## config.mk

```make
export PLATFORM = sky130hd
export DESIGN_NAME = if_fetch
export DESIGN_NICKNAME = d
export VERILOG_FILES = /design/src/rtl/if_fetch.sv
export SDC_FILE = /design/constraint.sdc
export NUM_CORES = 1
export LEC_CHECK = 0
export CORE_MARGIN = 2
export CORE_UTILIZATION = 49
export CTS_CLUSTER_SIZE = 10
export DETAILED_ROUTE_END_ITERATION = 10
export GPL_TIMING_DRIVEN = 0
export HOLD_SLACK_MARGIN = 0.03
export PLACE_DENSITY_LB_ADDON = 0.25
export SETUP_SLACK_MARGIN = 0.4
export SYNTH_ARGS = -nofsm -noshare
export SYNTH_HDL_FRONTEND = slang
export SYNTH_SLANG_ARGS = --single-unit
```

## constraint.sdc

```tcl
create_clock -name clk -period 2.8 [get_ports clk]
set_clock_uncertainty 0.2 [all_clocks]
set_input_delay 0.56 -clock clk [delete_from_list [all_inputs] [get_ports clk]]
set_output_delay 0.56 -clock clk [all_outputs]
set_load 0.05 [all_outputs]
```

## src/rtl/if_fetch.sv

```systemverilog
// rtl/if_fetch.sv - instruction-fetch stage: PC, fetch FSM against a wait-state RAM, single offered slot
// Honours the branch delay slot, stall_pc and MEM-stage ownership of the shared RAM bus.
module if_fetch #(
    parameter logic [15:0] RESET_PC = 16'h0000,
    parameter logic [15:0] NOP_INST = 16'h0800
) (
    input  logic        clk,
    input  logic        rst,
    input  logic        stall_pc,
    input  logic        branch_flag,
    input  logic [15:0] branch_target,
    input  logic        mem_busy,
    output logic        ram_rd,
    output logic [15:0] ram_addr,
    input  logic        ram_ack,
    input  logic [15:0] ram_rdata,
    output logic [15:0] if_pc,
    output logic [15:0] if_inst,
    output logic        if_valid
);

    typedef enum logic {
        S_FETCH = 1'b0,
        S_OFFER = 1'b1
    } state_t;

    state_t      r_state;
    state_t      w_state_nxt;
    logic [15:0] r_pc;
    logic        r_pend;
    logic [15:0] r_pend_tgt;
    logic        w_ack_ok;

    always_ff @(posedge clk or negedge rst) begin
        if (!rst) begin
            r_state <= S_FETCH;
        end else begin
            r_state <= w_state_nxt;
        end
    end

    // A consumed slot is refilled only by an on-path ack; a branch empties it.
    always_comb begin
        w_state_nxt = r_state;
        case (r_state)
            S_FETCH: if (w_ack_ok) w_state_nxt = S_OFFER;
            S_OFFER: if (!stall_pc && (branch_flag || !w_ack_ok)) w_state_nxt = S_FETCH;
            default: w_state_nxt = S_FETCH;
        endcase
    end

    always_comb begin
        ram_rd   = rst && !mem_busy && (r_state == S_FETCH || !stall_pc);
        ram_addr = r_pc;
        w_ack_ok = ram_rd && ram_ack;
    end

    always_ff @(posedge clk or negedge rst) begin
        if (!rst) begin
            r_pc       <= RESET_PC;
            r_pend     <= 1'b0;
            r_pend_tgt <= 16'h0000;
            if_pc      <= 16'h0000;
            if_inst    <= NOP_INST;
            if_valid   <= 1'b0;
        end else begin
            case (r_state)
                S_FETCH: begin
                    if (w_ack_ok) begin
                        if_pc    <= r_pc;
                        if_inst  <= ram_rdata;
                        if_valid <= 1'b1;
                        r_pc     <= branch_flag ? branch_target :
                                    r_pend      ? r_pend_tgt    : r_pc + 16'd1;
                        r_pend   <= 1'b0;
                    end else if (branch_flag) begin
                        // delay slot still in flight: remember where to go once it lands
                        r_pend     <= 1'b1;
                        r_pend_tgt <= branch_target;
                    end
                end
                S_OFFER: begin
                    if (stall_pc) begin
                        if (branch_flag) r_pc <= branch_target;
                    end else if (branch_flag) begin
                        r_pc     <= branch_target;
                        if_valid <= 1'b0;
                        if_inst  <= NOP_INST;
                    end else if (w_ack_ok) begin
                        if_pc    <= r_pc;
                        if_inst  <= ram_rdata;
                        if_valid <= 1'b1;
                        r_pc     <= r_pc + 16'd1;
                    end else begin
                        if_valid <= 1'b0;
                        if_inst  <= NOP_INST;
                    end
                end
                default: ;
            endcase
        end
    end

endmodule
```

======== Word level (Yosys, flattened, before mapping) ========
Cells that the tools add are included.
word-level totals
  logic and storage cells ................. 56
  output and inout port bits .............. 50
  bits in registers ....................... 67
cells by class
  bitwise gates (word level) .............. 2
  mux-type cells .......................... 26
  eq/ne operators ......................... 5
  reductions and logical operators ........ 15
  add/sub/neg operators ................... 1
operators by type and width
  operator                 count
  $mux W16                 14
  $pmux W16 S2             3
  $add A16 B1 Y16 const B  1
  $mux W1                  7
  $ne A2 B2 Y1 const B     3
  $reduce_and A2 Y1        3
  $reduce_and A3 Y1        2
  $logic_and A1 B1 Y1      4
  $pmux W1 S2              2
  $logic_not A1 Y1         3
  $ne A3 B2 Y1 const B     1
  $ne A3 B3 Y1 const B     1
  $logic_or A1 B1 Y1       2
  $not A1 Y1               2
  $reduce_bool A2 Y1       1

======== Longest topological paths before layout ========
Gate-level depths: netlist (run 1).
  depth in word-level cells ............... 9
  mapped depth ............................ 7
  gate-level depth less buffers ........... 6

======== Worst setup path before layout (run 1) ========
OpenSTA, ideal clock, no wires.
  path type ............................... register -> register
  from .................................... register r_pc[0], in the netlist ram_addr[0]
  to ...................................... register r_pc[12], in the netlist ram_addr[12]
  slack ................................... 0.416 ns
  data arrival time ....................... 2.112 ns
  period minus slack after synthesis ...... 2.384 ns
  buffers on the path ..................... 0
  stages on the path, launching flop included .. 7
  path through ............................ dfrtp_1 ha_1 nand3_4 or4_2 nand3_1 a21oi_1 nor2_1
between the ends
  word-level cells in the longest chain between the ends .. 5
ends and longest elaborated chain
  what                         line    text
  start: declaration           29      logic [15:0] r_pc;
  start signal: assignment     73      r_pc <= branch_flag ? branch_target :
  start signal: assignment     84      if (branch_flag) r_pc <= branch_target;
  start signal: assignment     86      r_pc <= branch_target;
  $add A16 B1 Y16 (*)          74, 93
  $mux W16 (on tied branches)  89, 74
  $mux W16 (on tied branches)  85, 73
  $mux W16 (on tied branches)  83, 69
  $pmux W16 S2 (*)             67      case (r_state)
Every way passes the cells marked *; elsewhere a longest branch is shown, timed or not. The select of a mux whose other input is x is not followed.
A chain may end at the register's enable or synchronous reset.

======== Worst setup path in the final report (run 1) ========
  from .................................... register r_pc[15], in the netlist ram_addr[15]
  to ...................................... output port ram_addr[15]
RTL lines
  what              line  text
  end: declaration  14    output logic [15:0] ram_addr,
No word-level cell between the ends.

==> report_table.html, run 1 <==
<table>
<tr><th>Metric</th><th>Value</th></tr>
<tr><th colspan="2">Power</th></tr>
<tr><td>Total power of the final layout</td><td>slightly above 4 mW</td></tr>
<tr><td>Worst IR drop on VDD</td><td>467 µV</td></tr>
<tr><td>PwrDens</td><td>just under 900 mW/mm²</td></tr>
<tr><td>Leakage Power</td><td>roughly 2 nW</td></tr>
<tr><th colspan="2">Global route</th></tr>
<tr><td>Maximum number of pins on one net before global-route repair</td><td>71</td></tr>
<tr><td>First-pass GRT wire length</td><td>14.2 mm</td></tr>
<tr><td>Initial antenna violation count</td><td>0</td></tr>
<tr><td>Combined global-route utilization of all metal layers</td><td>between 20% and 30%</td></tr>
<tr><td>Total overflow reported by the global router</td><td>0</td></tr>
<tr><td>Via count of the first global-routing pass</td><td>2840</td></tr>
<tr><th colspan="2">Place</th></tr>
<tr><td>HPWL after detailed placement</td><td>between 6 and 7 mm</td></tr>
<tr><td>Cell total after placement</td><td>500</td></tr>
<tr><td>Gp weighted congestion</td><td>around 0.93</td></tr>
<tr><td>Pre-CTS setup slack</td><td>-0.430 ns</td></tr>
<tr><td>Placed inst area</td><td>0.00440 mm²</td></tr>
<tr><td>IO Port Bufs</td><td>85</td></tr>
<tr><th colspan="2">Yosys</th></tr>
<tr><td>Ys async rst share</td><td>100%</td></tr>
<tr><td>Cell count after synthesis</td><td>319</td></tr>
<tr><td>Synth Area per Inst</td><td>10.8 µm²</td></tr>
<tr><td>Number of enable-type register cells in the synthesized netlist</td><td>0</td></tr>
<tr><td>Register area share after synthesis</td><td>48.9%</td></tr>
<tr><td>Synth warn</td><td>0</td></tr>
<tr><td>Most used flip-flop cell after synthesis</td><td>sky130_fd_sc_hd__dfrtp_1</td></tr>
<tr><td>Number of library cell types mapped by synthesis</td><td>58</td></tr>
<tr><td>Area leader, netlist</td><td>sky130_fd_sc_hd__dfrtp_1</td></tr>
<tr><td>Number of nets in the synthesized netlist</td><td>358</td></tr>
<tr><td>Netlist area before placement</td><td>0.00343 mm²</td></tr>
<tr><td>Yosys top cell area share</td><td>48.1%</td></tr>
<tr><td>Largest cells by area after synthesis</td><td>sky130_fd_sc_hd__dfrtp_1 48%, sky130_fd_sc_hd__mux2_2 11%, sky130_fd_sc_hd__a22o_1 3.8%, sky130_fd_sc_hd__nor2_1 2.7%, sky130_fd_sc_hd__a21oi_1 2.6%</td></tr>
<tr><td>Total of flip-flops plus latches after synthesis</td><td>67</td></tr>
<tr><th colspan="2">Setup path</th></tr>
<tr><td>Reg2Reg Launch Point</td><td>ram_addr[0]$_DFFE_PN0P_</td></tr>
<tr><td>Cell type of the slowest stage on the worst timing path</td><td>sky130_fd_sc_hd__clkdlybuf4s50_1</td></tr>
<tr><td>Source of the critical timing path</td><td>ram_addr[15]$_DFFE_PN0P_</td></tr>
<tr><td>Worst Path Required</td><td>~2.0 ns</td></tr>
<tr><td>Category of the most critical setup path</td><td>register to primary output</td></tr>
<tr><td>Highest net fanout along the worst path</td><td>4</td></tr>
<tr><td>Arrival @ worst endpoint</td><td>between 1.5 and 2 ns</td></tr>
<tr><td>Critical-path cell list</td><td>clkdlybuf4s50_1</td></tr>
<tr><td>Type of element capturing the critical path</td><td>primary output</td></tr>
<tr><td>Delay of the slowest critical-path stage</td><td>0.83 ns</td></tr>
<tr><td>CP startpoint kind</td><td>register</td></tr>
<tr><td>Cell family with most CP delay</td><td>buffers and inverters</td></tr>
<tr><td>Number of buffer and inverter instances along the worst setup path</td><td>1</td></tr>
<tr><th colspan="2">Floorplanning</th></tr>
<tr><td>Chip height</td><td>approximately 88 µm</td></tr>
<tr><td>Number of placement rows</td><td>30</td></tr>
<tr><td>Area enclosed by the die boundary</td><td>0.00769 mm²</td></tr>
<tr><td>Die outline width</td><td>87.7 µm</td></tr>
<tr><td>Number of ports placed on the die boundary</td><td>88</td></tr>
<tr><td>Core outline area</td><td>roughly 0.0068 mm²</td></tr>
<tr><td>Starting density of the core</td><td>between 50% and 60%</td></tr>
<tr><th colspan="2">STA</th></tr>
<tr><td>Number of hold violations in the final report</td><td>66</td></tr>
<tr><td>Maximum clock frequency</td><td>0.424 GHz</td></tr>
<tr><td>Minimum hold slack</td><td>-0.115 ns</td></tr>
<tr><td>Fin worst setup slack</td><td>0.441 ns</td></tr>
<tr><td>Unrepaired setup endpoints after global routing</td><td>yes</td></tr>
<tr><td>Fraction of the cycle the final worst path needs</td><td>84.2%</td></tr>
<tr><td># setup viols final</td><td>0</td></tr>
<tr><td>Measured slew at the worst slew-check pin</td><td>0.855 ns</td></tr>
<tr><td>Worst relative slew slack</td><td>a little over two fifths</td></tr>
<tr><td>Total negative slack for setup checks</td><td>0 ns</td></tr>
<tr><td>Max-slew violations</td><td>0</td></tr>
<tr><td>Tmin final</td><td>2.36 ns</td></tr>
<tr><th colspan="2">Run status</th></tr>
<tr><td>Violated checks</td><td>hold timing</td></tr>
<tr><td>Status</td><td>finished, violations left</td></tr>
<tr><th colspan="2">Job</th></tr>
<tr><td># Max-Cap Violations</td><td>0</td></tr>
<tr><th colspan="2">Cells and area</th></tr>
<tr><td>Final nets</td><td>454</td></tr>
<tr><td>Layout cells sized above 1</td><td>18.9%</td></tr>
<tr><td>Commonest cells after routing, fill and taps aside</td><td>69 x sky130_fd_sc_hd__clkdlybuf4s50_1, 65 x sky130_fd_sc_hd__dfrtp_1, 33 x sky130_fd_sc_hd__mux2_2</td></tr>
<tr><td>Layout-stage area growth over the synthesis result</td><td>35.3%</td></tr>
<tr><td>Commonest non-fill, non-tap cell in the layout</td><td>sky130_fd_sc_hd__clkdlybuf4s50_1</td></tr>
<tr><td>Post-layout util</td><td>68.3%</td></tr>
<tr><td>Non-filler cells in the finished layout</td><td>514</td></tr>
<tr><td>Number of antenna diodes</td><td>0</td></tr>
<tr><td>Final standard cell area without fillers</td><td>0.00464 mm²</td></tr>
<tr><th colspan="2">Drt</th></tr>
<tr><td>Vias per inst</td><td>a little under 6</td></tr>
<tr><td>Detailed-route via count</td><td>2992</td></tr>
<tr><td>Routed wire length per instance</td><td>~17 µm</td></tr>
<tr><td>Number of detailed-route iterations in the first pass</td><td>4</td></tr>
<tr><td>Total Routed Length</td><td>a little under 9 mm</td></tr>
<tr><td>Number of DRC markers after the initial detailed-route iteration</td><td>284</td></tr>
<tr><td>Residual antenna-violating net count after detailed routing</td><td>0</td></tr>
<tr><td>Remaining DRCs</td><td>0</td></tr>
<tr><th colspan="2">Clock tree</th></tr>
<tr><td>Number of buffers between clock root and the deepest sink</td><td>2</td></tr>
<tr><td>CTS buffer count</td><td>9</td></tr>
<tr><td>Total clock sinks</td><td>67</td></tr>
<tr><td>Clk Tree Root Cell</td><td>sky130_fd_sc_hd__clkbuf_8</td></tr>
<tr><td>Clock transition at path regs</td><td>about 0.07 ns</td></tr>
<tr><td>TritonCTS clock tree</td><td>done</td></tr>
<tr><td>Maximum level of the CTS H-tree</td><td>3</td></tr>
<tr><td>Clock latency of the later-clocked register in the worst-skew pair</td><td>0.34 ns</td></tr>
<tr><td>Buffers inserted by post-CTS timing repair</td><td>0</td></tr>
<tr><th colspan="2">Min path</th></tr>
<tr><td>Kind of path behind the tightest hold check</td><td>input port to async pin</td></tr>
</table>
## path summary, 6_finish.rpt
path,end,slack [ns],cells past startpoint
max reg2reg,ram_addr[10]$_DFFE_PN0P_,0.57,6
max in group asynchronous,if_inst[11]$_DFFE_PN1P_,2.15,1
min reg2reg,if_inst[11]$_DFFE_PN1P_,0.28,2
max,ram_addr[15],0.44,1
min,r_pend_tgt[4]$_DFFE_PN0P_,-0.11,1
min in group clk,if_inst[11]$_DFFE_PN1P_,0.28,2
## power by group
group	internal, mW	total (mW)	switching (mW)
Combinational	0.663	1.81	1.14
Sequential	1.22	1.43	0.211
Clock	0.491	0.841	0.350
Total	2.37	4.08	1.70
## Yosys cell counts (all sizes together) (3+ instances only)
cell,number
mux2,33
xor2,5
clkbuf,7
o211ai,5
nand3,13
a31oi,4
inv,7
a22o,16
o21ai,19
nand2,24
o22ai,6
a21oi,19
nor4,3
dfrtp,66
or2,3
mux2i,5
nor3,5
a211oi,3
buf,11
nor2,26
## sequential cells by signal, indices dropped and copies added (netlist names)
register    cells
if_valid        1
r_pend_tgt     16
if_pc          16
ram_addr       16
if_inst        16
r_state         1
r_pend          1
## final cells by class
type,count,area [µm²]
sequential,67,1680
fill,553,2150
multi-input combinational,227,1610
clock buffer,11,131
inverter,7,26.3
timing repair buffer,85,865
tap,96,120
buffer,18,148
clock inverter,3,65.1
## layer usage
| layer | wire (µm) | vias up | global-route usage, % |
|---|---|---|---|
| met5 | 0 | - | 0 |
| met4 | 232 | 0 | 11.2 |
| met3 | 725 | 25 | 6.13 |
| met2 | 4080 | 157 | 37.8 |
| met1 | 3840 | 1435 | 32.6 |
| li1 | - | 1375 | - |
## timing repair
item | CTS | global route
endpoints found under the setup margin | 65 | 22
gates resized for setup | 14 | 14
endpoints found under the hold margin | 66 | 66
## kinds of logic after synthesis
kind of cell / after synthesis / share of synthesized area, %
AND/OR/NAND/NOR: 89 / 12.9
AO/OA/AOI/OAI: 93 / 19.0
flip-flops: 67 / 48.9
adder cells (fa/ha/maj): 1 / 0.365
multiplexers: 38 / 12.3
XOR/XNOR: 6 / 1.53
buffers and inverters: 25 / 5.07
Power figures use the tool's default switching activity.
==> run 2, diff against run 1 <==
- clock period: 2.8 -> 2.2 ns (I/O delays scaled with it)
==> report_table.html, run 2 (same netlist as run 1, synthesis figures left out) <==
<table>
<tr><th>Metric</th><th>Value</th></tr>
<tr><th colspan="2">STA</th></tr>
<tr><td>Unrepaired setup endpoints after global routing</td><td>yes</td></tr>
<tr><td>Worst relative slew slack</td><td>62.5% (+20 points)</td></tr>
<tr><td>Tmin final</td><td>2.02 ns</td></tr>
<tr><td>Measured slew at the worst slew-check pin</td><td>0.562 ns (-0.293 ns)</td></tr>
<tr><td>Fraction of the cycle the final worst path needs</td><td>91.6%</td></tr>
<tr><td>Maximum clock frequency</td><td>a little under 0.5 GHz</td></tr>
<tr><td># setup viols final</td><td>0 (unchanged)</td></tr>
<tr><td>Number of hold violations in the final report</td><td>0 (-100%)</td></tr>
<tr><td>Max-slew violations</td><td>0 (unchanged)</td></tr>
<tr><th colspan="2">Drt</th></tr>
<tr><td>Routed wire length per instance</td><td>20.3 µm (+17%)</td></tr>
<tr><td>Detailed-route via count</td><td>3457 (+16%)</td></tr>
<tr><td>Total Routed Length</td><td>11.6 mm (+31%)</td></tr>
<tr><td>Vias per inst</td><td>6.04 (+3.8%)</td></tr>
<tr><td>Number of DRC markers after the initial detailed-route iteration</td><td>460 (+62%)</td></tr>
<tr><td>Remaining DRCs</td><td>0 (unchanged)</td></tr>
<tr><td>Number of detailed-route iterations in the first pass</td><td>8 (+4)</td></tr>
<tr><td>Residual antenna-violating net count after detailed routing</td><td>0 (unchanged)</td></tr>
<tr><th colspan="2">Power</th></tr>
<tr><td>Worst IR drop on VDD</td><td>670 µV (+43%)</td></tr>
<tr><td>PwrDens</td><td>1050 mW/mm² (+19%)</td></tr>
<tr><td>Total power of the final layout</td><td>5.75 mW (+41%)</td></tr>
<tr><td>Leakage Power</td><td>2.39 nW (+20%)</td></tr>
<tr><th colspan="2">Floorplanning</th></tr>
<tr><td>Number of ports placed on the die boundary</td><td>88 (unchanged)</td></tr>
<tr><td>Die outline width</td><td>87.7 µm (unchanged)</td></tr>
<tr><td>Number of placement rows</td><td>30 (unchanged)</td></tr>
<tr><td>Core outline area</td><td>0.00679 mm² (unchanged)</td></tr>
<tr><td>Chip height</td><td>87.7 µm (unchanged)</td></tr>
<tr><td>Area enclosed by the die boundary</td><td>0.00769 mm² (unchanged)</td></tr>
<tr><td>Starting density of the core</td><td>50.5% (unchanged)</td></tr>
<tr><th colspan="2">Setup path</th></tr>
<tr><td>Type of element capturing the critical path</td><td>register</td></tr>
<tr><td>Depth of the worst register-to-register path</td><td>7 (+1)</td></tr>
<tr><td>Worst Path Required</td><td>2.27 ns (+0.23 ns)</td></tr>
<tr><td>Terminus of the critical flop-to-flop path</td><td>ram_addr[12]$_DFFE_PN0P_</td></tr>
<tr><td>Category of the most critical setup path</td><td>register to register</td></tr>
<tr><td>R2r setup slk</td><td>0.18 ns (-0.39 ns)</td></tr>
<tr><td>Highest net fanout along the worst path</td><td>7 (+3)</td></tr>
<tr><td>CP startpoint kind</td><td>register</td></tr>
<tr><td>Reg2Reg Launch Point</td><td>ram_addr[0]$_DFFE_PN0P_</td></tr>
<tr><td>Arrival @ worst endpoint</td><td>2.09 ns (+0.49 ns)</td></tr>
<tr><th colspan="2">Job</th></tr>
<tr><td># Max-Cap Violations</td><td>0 (unchanged)</td></tr>
<tr><th colspan="2">Place</th></tr>
<tr><td>HPWL after detailed placement</td><td>6.56 mm (+5.8%)</td></tr>
<tr><td>Cell total after placement</td><td>500 (unchanged)</td></tr>
<tr><td>Placed inst area</td><td>0.00451 mm² (+2.5%)</td></tr>
<tr><td>IO Port Bufs</td><td>85 (unchanged)</td></tr>
<tr><td>Gp weighted congestion</td><td>0.926 (-0.43%)</td></tr>
<tr><th colspan="2">Cells and area</th></tr>
<tr><td>Commonest non-fill, non-tap cell in the layout</td><td>sky130_fd_sc_hd__dfrtp_1</td></tr>
<tr><td>Final nets</td><td>510 (+12%)</td></tr>
<tr><td>Layout cells sized above 1</td><td>45.6% (+27 points)</td></tr>
<tr><td>Final standard cell area without fillers</td><td>0.00550 mm² (+18%)</td></tr>
<tr><td>Sequential standard cell area</td><td>0.00170 mm² (+0.97%)</td></tr>
<tr><td>Non-filler cells in the finished layout</td><td>572 (+11%)</td></tr>
<tr><td>Footprint of the multi-input gates</td><td>0.00182 mm² (+13%)</td></tr>
<tr><td>Number of antenna diodes</td><td>0 (unchanged)</td></tr>
<tr><td>Post-layout util</td><td>80.9% (+13 points)</td></tr>
<tr><td>Commonest cells after routing, fill and taps aside</td><td>54 x sky130_fd_sc_hd__dfrtp_1, 40 x sky130_fd_sc_hd__buf_4, 35 x sky130_fd_sc_hd__clkdlybuf4s15_2</td></tr>
<tr><td>Layout-stage area growth over the synthesis result</td><td>60.2%</td></tr>
<tr><td>Filler cell count in the final layout</td><td>372 (-33%)</td></tr>
<tr><th colspan="2">Clock tree</th></tr>
<tr><td>Maximum level of the CTS H-tree</td><td>3 (unchanged)</td></tr>
<tr><td>Total clock sinks</td><td>67 (unchanged)</td></tr>
<tr><td>Clock transition at path regs</td><td>0.08 ns (about the same)</td></tr>
<tr><td>Number of buffers between clock root and the deepest sink</td><td>2 (unchanged)</td></tr>
<tr><td>Clock latency of the later-clocked register in the worst-skew pair</td><td>0.34 ns (about the same)</td></tr>
<tr><td>TritonCTS clock tree</td><td>done</td></tr>
<tr><td>CTS buffer count</td><td>9 (unchanged)</td></tr>
<tr><td>Clk Tree Root Cell</td><td>sky130_fd_sc_hd__clkbuf_8</td></tr>
<tr><th colspan="2">Global route</th></tr>
<tr><td>Maximum number of pins on one net before global-route repair</td><td>36 (-49%)</td></tr>
<tr><td>Combined global-route utilization of all metal layers</td><td>29.2% (+4.7 points)</td></tr>
<tr><td>Via count of the first global-routing pass</td><td>3292 (+16%)</td></tr>
<tr><td>First-pass GRT wire length</td><td>17.1 mm (+20%)</td></tr>
<tr><td>Initial antenna violation count</td><td>0 (unchanged)</td></tr>
<tr><td>Total overflow reported by the global router</td><td>0 (unchanged)</td></tr>
<tr><th colspan="2">Run status</th></tr>
<tr><td>Status</td><td>finished, final reports clean</td></tr>
<tr><th colspan="2">Min path</th></tr>
<tr><td>Startpoint of the lowest-slack hold path</td><td>if_inst[11]$_DFFE_PN1P_</td></tr>
<tr><td>Worst hold path cell count</td><td>2</td></tr>
<tr><td>Endpoint with the worst hold slack</td><td>if_inst[11]$_DFFE_PN1P_</td></tr>
<tr><td>Kind of path behind the tightest hold check</td><td>register to register</td></tr>
</table>
==> run 2: changes by cell type in the layout (fill, tap and decap cells not counted), sizes merged, moves of 2 or more <==
cell / previous run / this run
buf: 12 / 78
bufbuf: 0 / 2
clkdlybuf4s15: 0 / 36
clkdlybuf4s50: 69 / 32
dlygate4sd2: 7 / 1
dlygate4sd3: 0 / 2
dlymetal6s2s: 7 / 0
inv: 7 / 9
==> run 2: layout make-up <==
type | instances | share of cell area [%]
flip-flops and latches | 67 | 30.8
clock inverters | 5 | 1.55
inverters | 7 | 0.478
clock buffers | 11 | 2.57
repair buffers | 141 | 25.4
multi-input cells | 227 | 33.1
plain buffers | 18 | 3.85
well taps | 96 | 2.19
==> run 2: per-stage QoR <==
step	setup slack, ns	TNS (ns)	hold slack [ns]
finish	0.184	0	0.270
global route	0.142	0	0.271
CTS	0.255	0	0.239
detailed placement	-0.854	-43.71	0.255
global placement	-3.43	-341.64	0.248
floorplan	0.181	0	-0.0556
==> run 2: what timing repair did <==
item / 4_1_cts / 5_1_grt
setup buffers: 25 / 26
hold endpoints to repair: 67 / 0
resized for setup: 226 / 34
pin swaps: 11 / 19
endpoints found under the setup margin: 117 / 48
hold buffers: 3 / 0
cloned: 2 / 0
==> run 2: worst max-delay path by stage <==
stage / startpoint / end / depth (start not counted)
2_1_floorplan: ram_addr[6]$_DFFE_PN0P_ / ram_addr[15]$_DFFE_PN0P_ / 6
5_1_grt: ram_addr[0]$_DFFE_PN0P_ / ram_addr[12]$_DFFE_PN0P_ / 7
4_1_cts: ram_addr[0]$_DFFE_PN0P_ / ram_addr[10]$_DFFE_PN0P_ / 6
3_5_place_dp: rst / r_pend_tgt[9]$_DFFE_PN0P_ / 5
6_report: ram_addr[0]$_DFFE_PN0P_ / ram_addr[12]$_DFFE_PN0P_ / 7
3_3_place_gp: rst / r_pend_tgt[12]$_DFFE_PN0P_ / 5
==> run 2: report_power, final <==
group	switching (mW)	internal [mW]	leakage, nW	total, mW
clock network	0.501	0.678	0.111	1.18
logic	1.64	1.07	1.48	2.71
registers	0.296	1.56	0.799	1.86
==> run 2: layer usage <==
layer / global-route usage [%] / share of wire, % / vias up
met1: 38.8 / 39 / 1693
met5: 0 / 0 / -
met4: 13.1 / 3.9 / 0
met3: 4.52 / 8.5 / 53
met2: 47.2 / 48 / 208
li1: - / - / 1503
==> run 2: worst max-delay path: stages, from the launching register on <==
cell and delay [ns]:
sky130_fd_sc_hd__dfrtp_4 0.45, sky130_fd_sc_hd__ha_4 0.16, sky130_fd_sc_hd__nand3_4 0.13, sky130_fd_sc_hd__buf_4 0.16, sky130_fd_sc_hd__or4_4 0.52, sky130_fd_sc_hd__nand3_1 0.13
sky130_fd_sc_hd__a21oi_1 0.08, sky130_fd_sc_hd__nor2_1 0.12
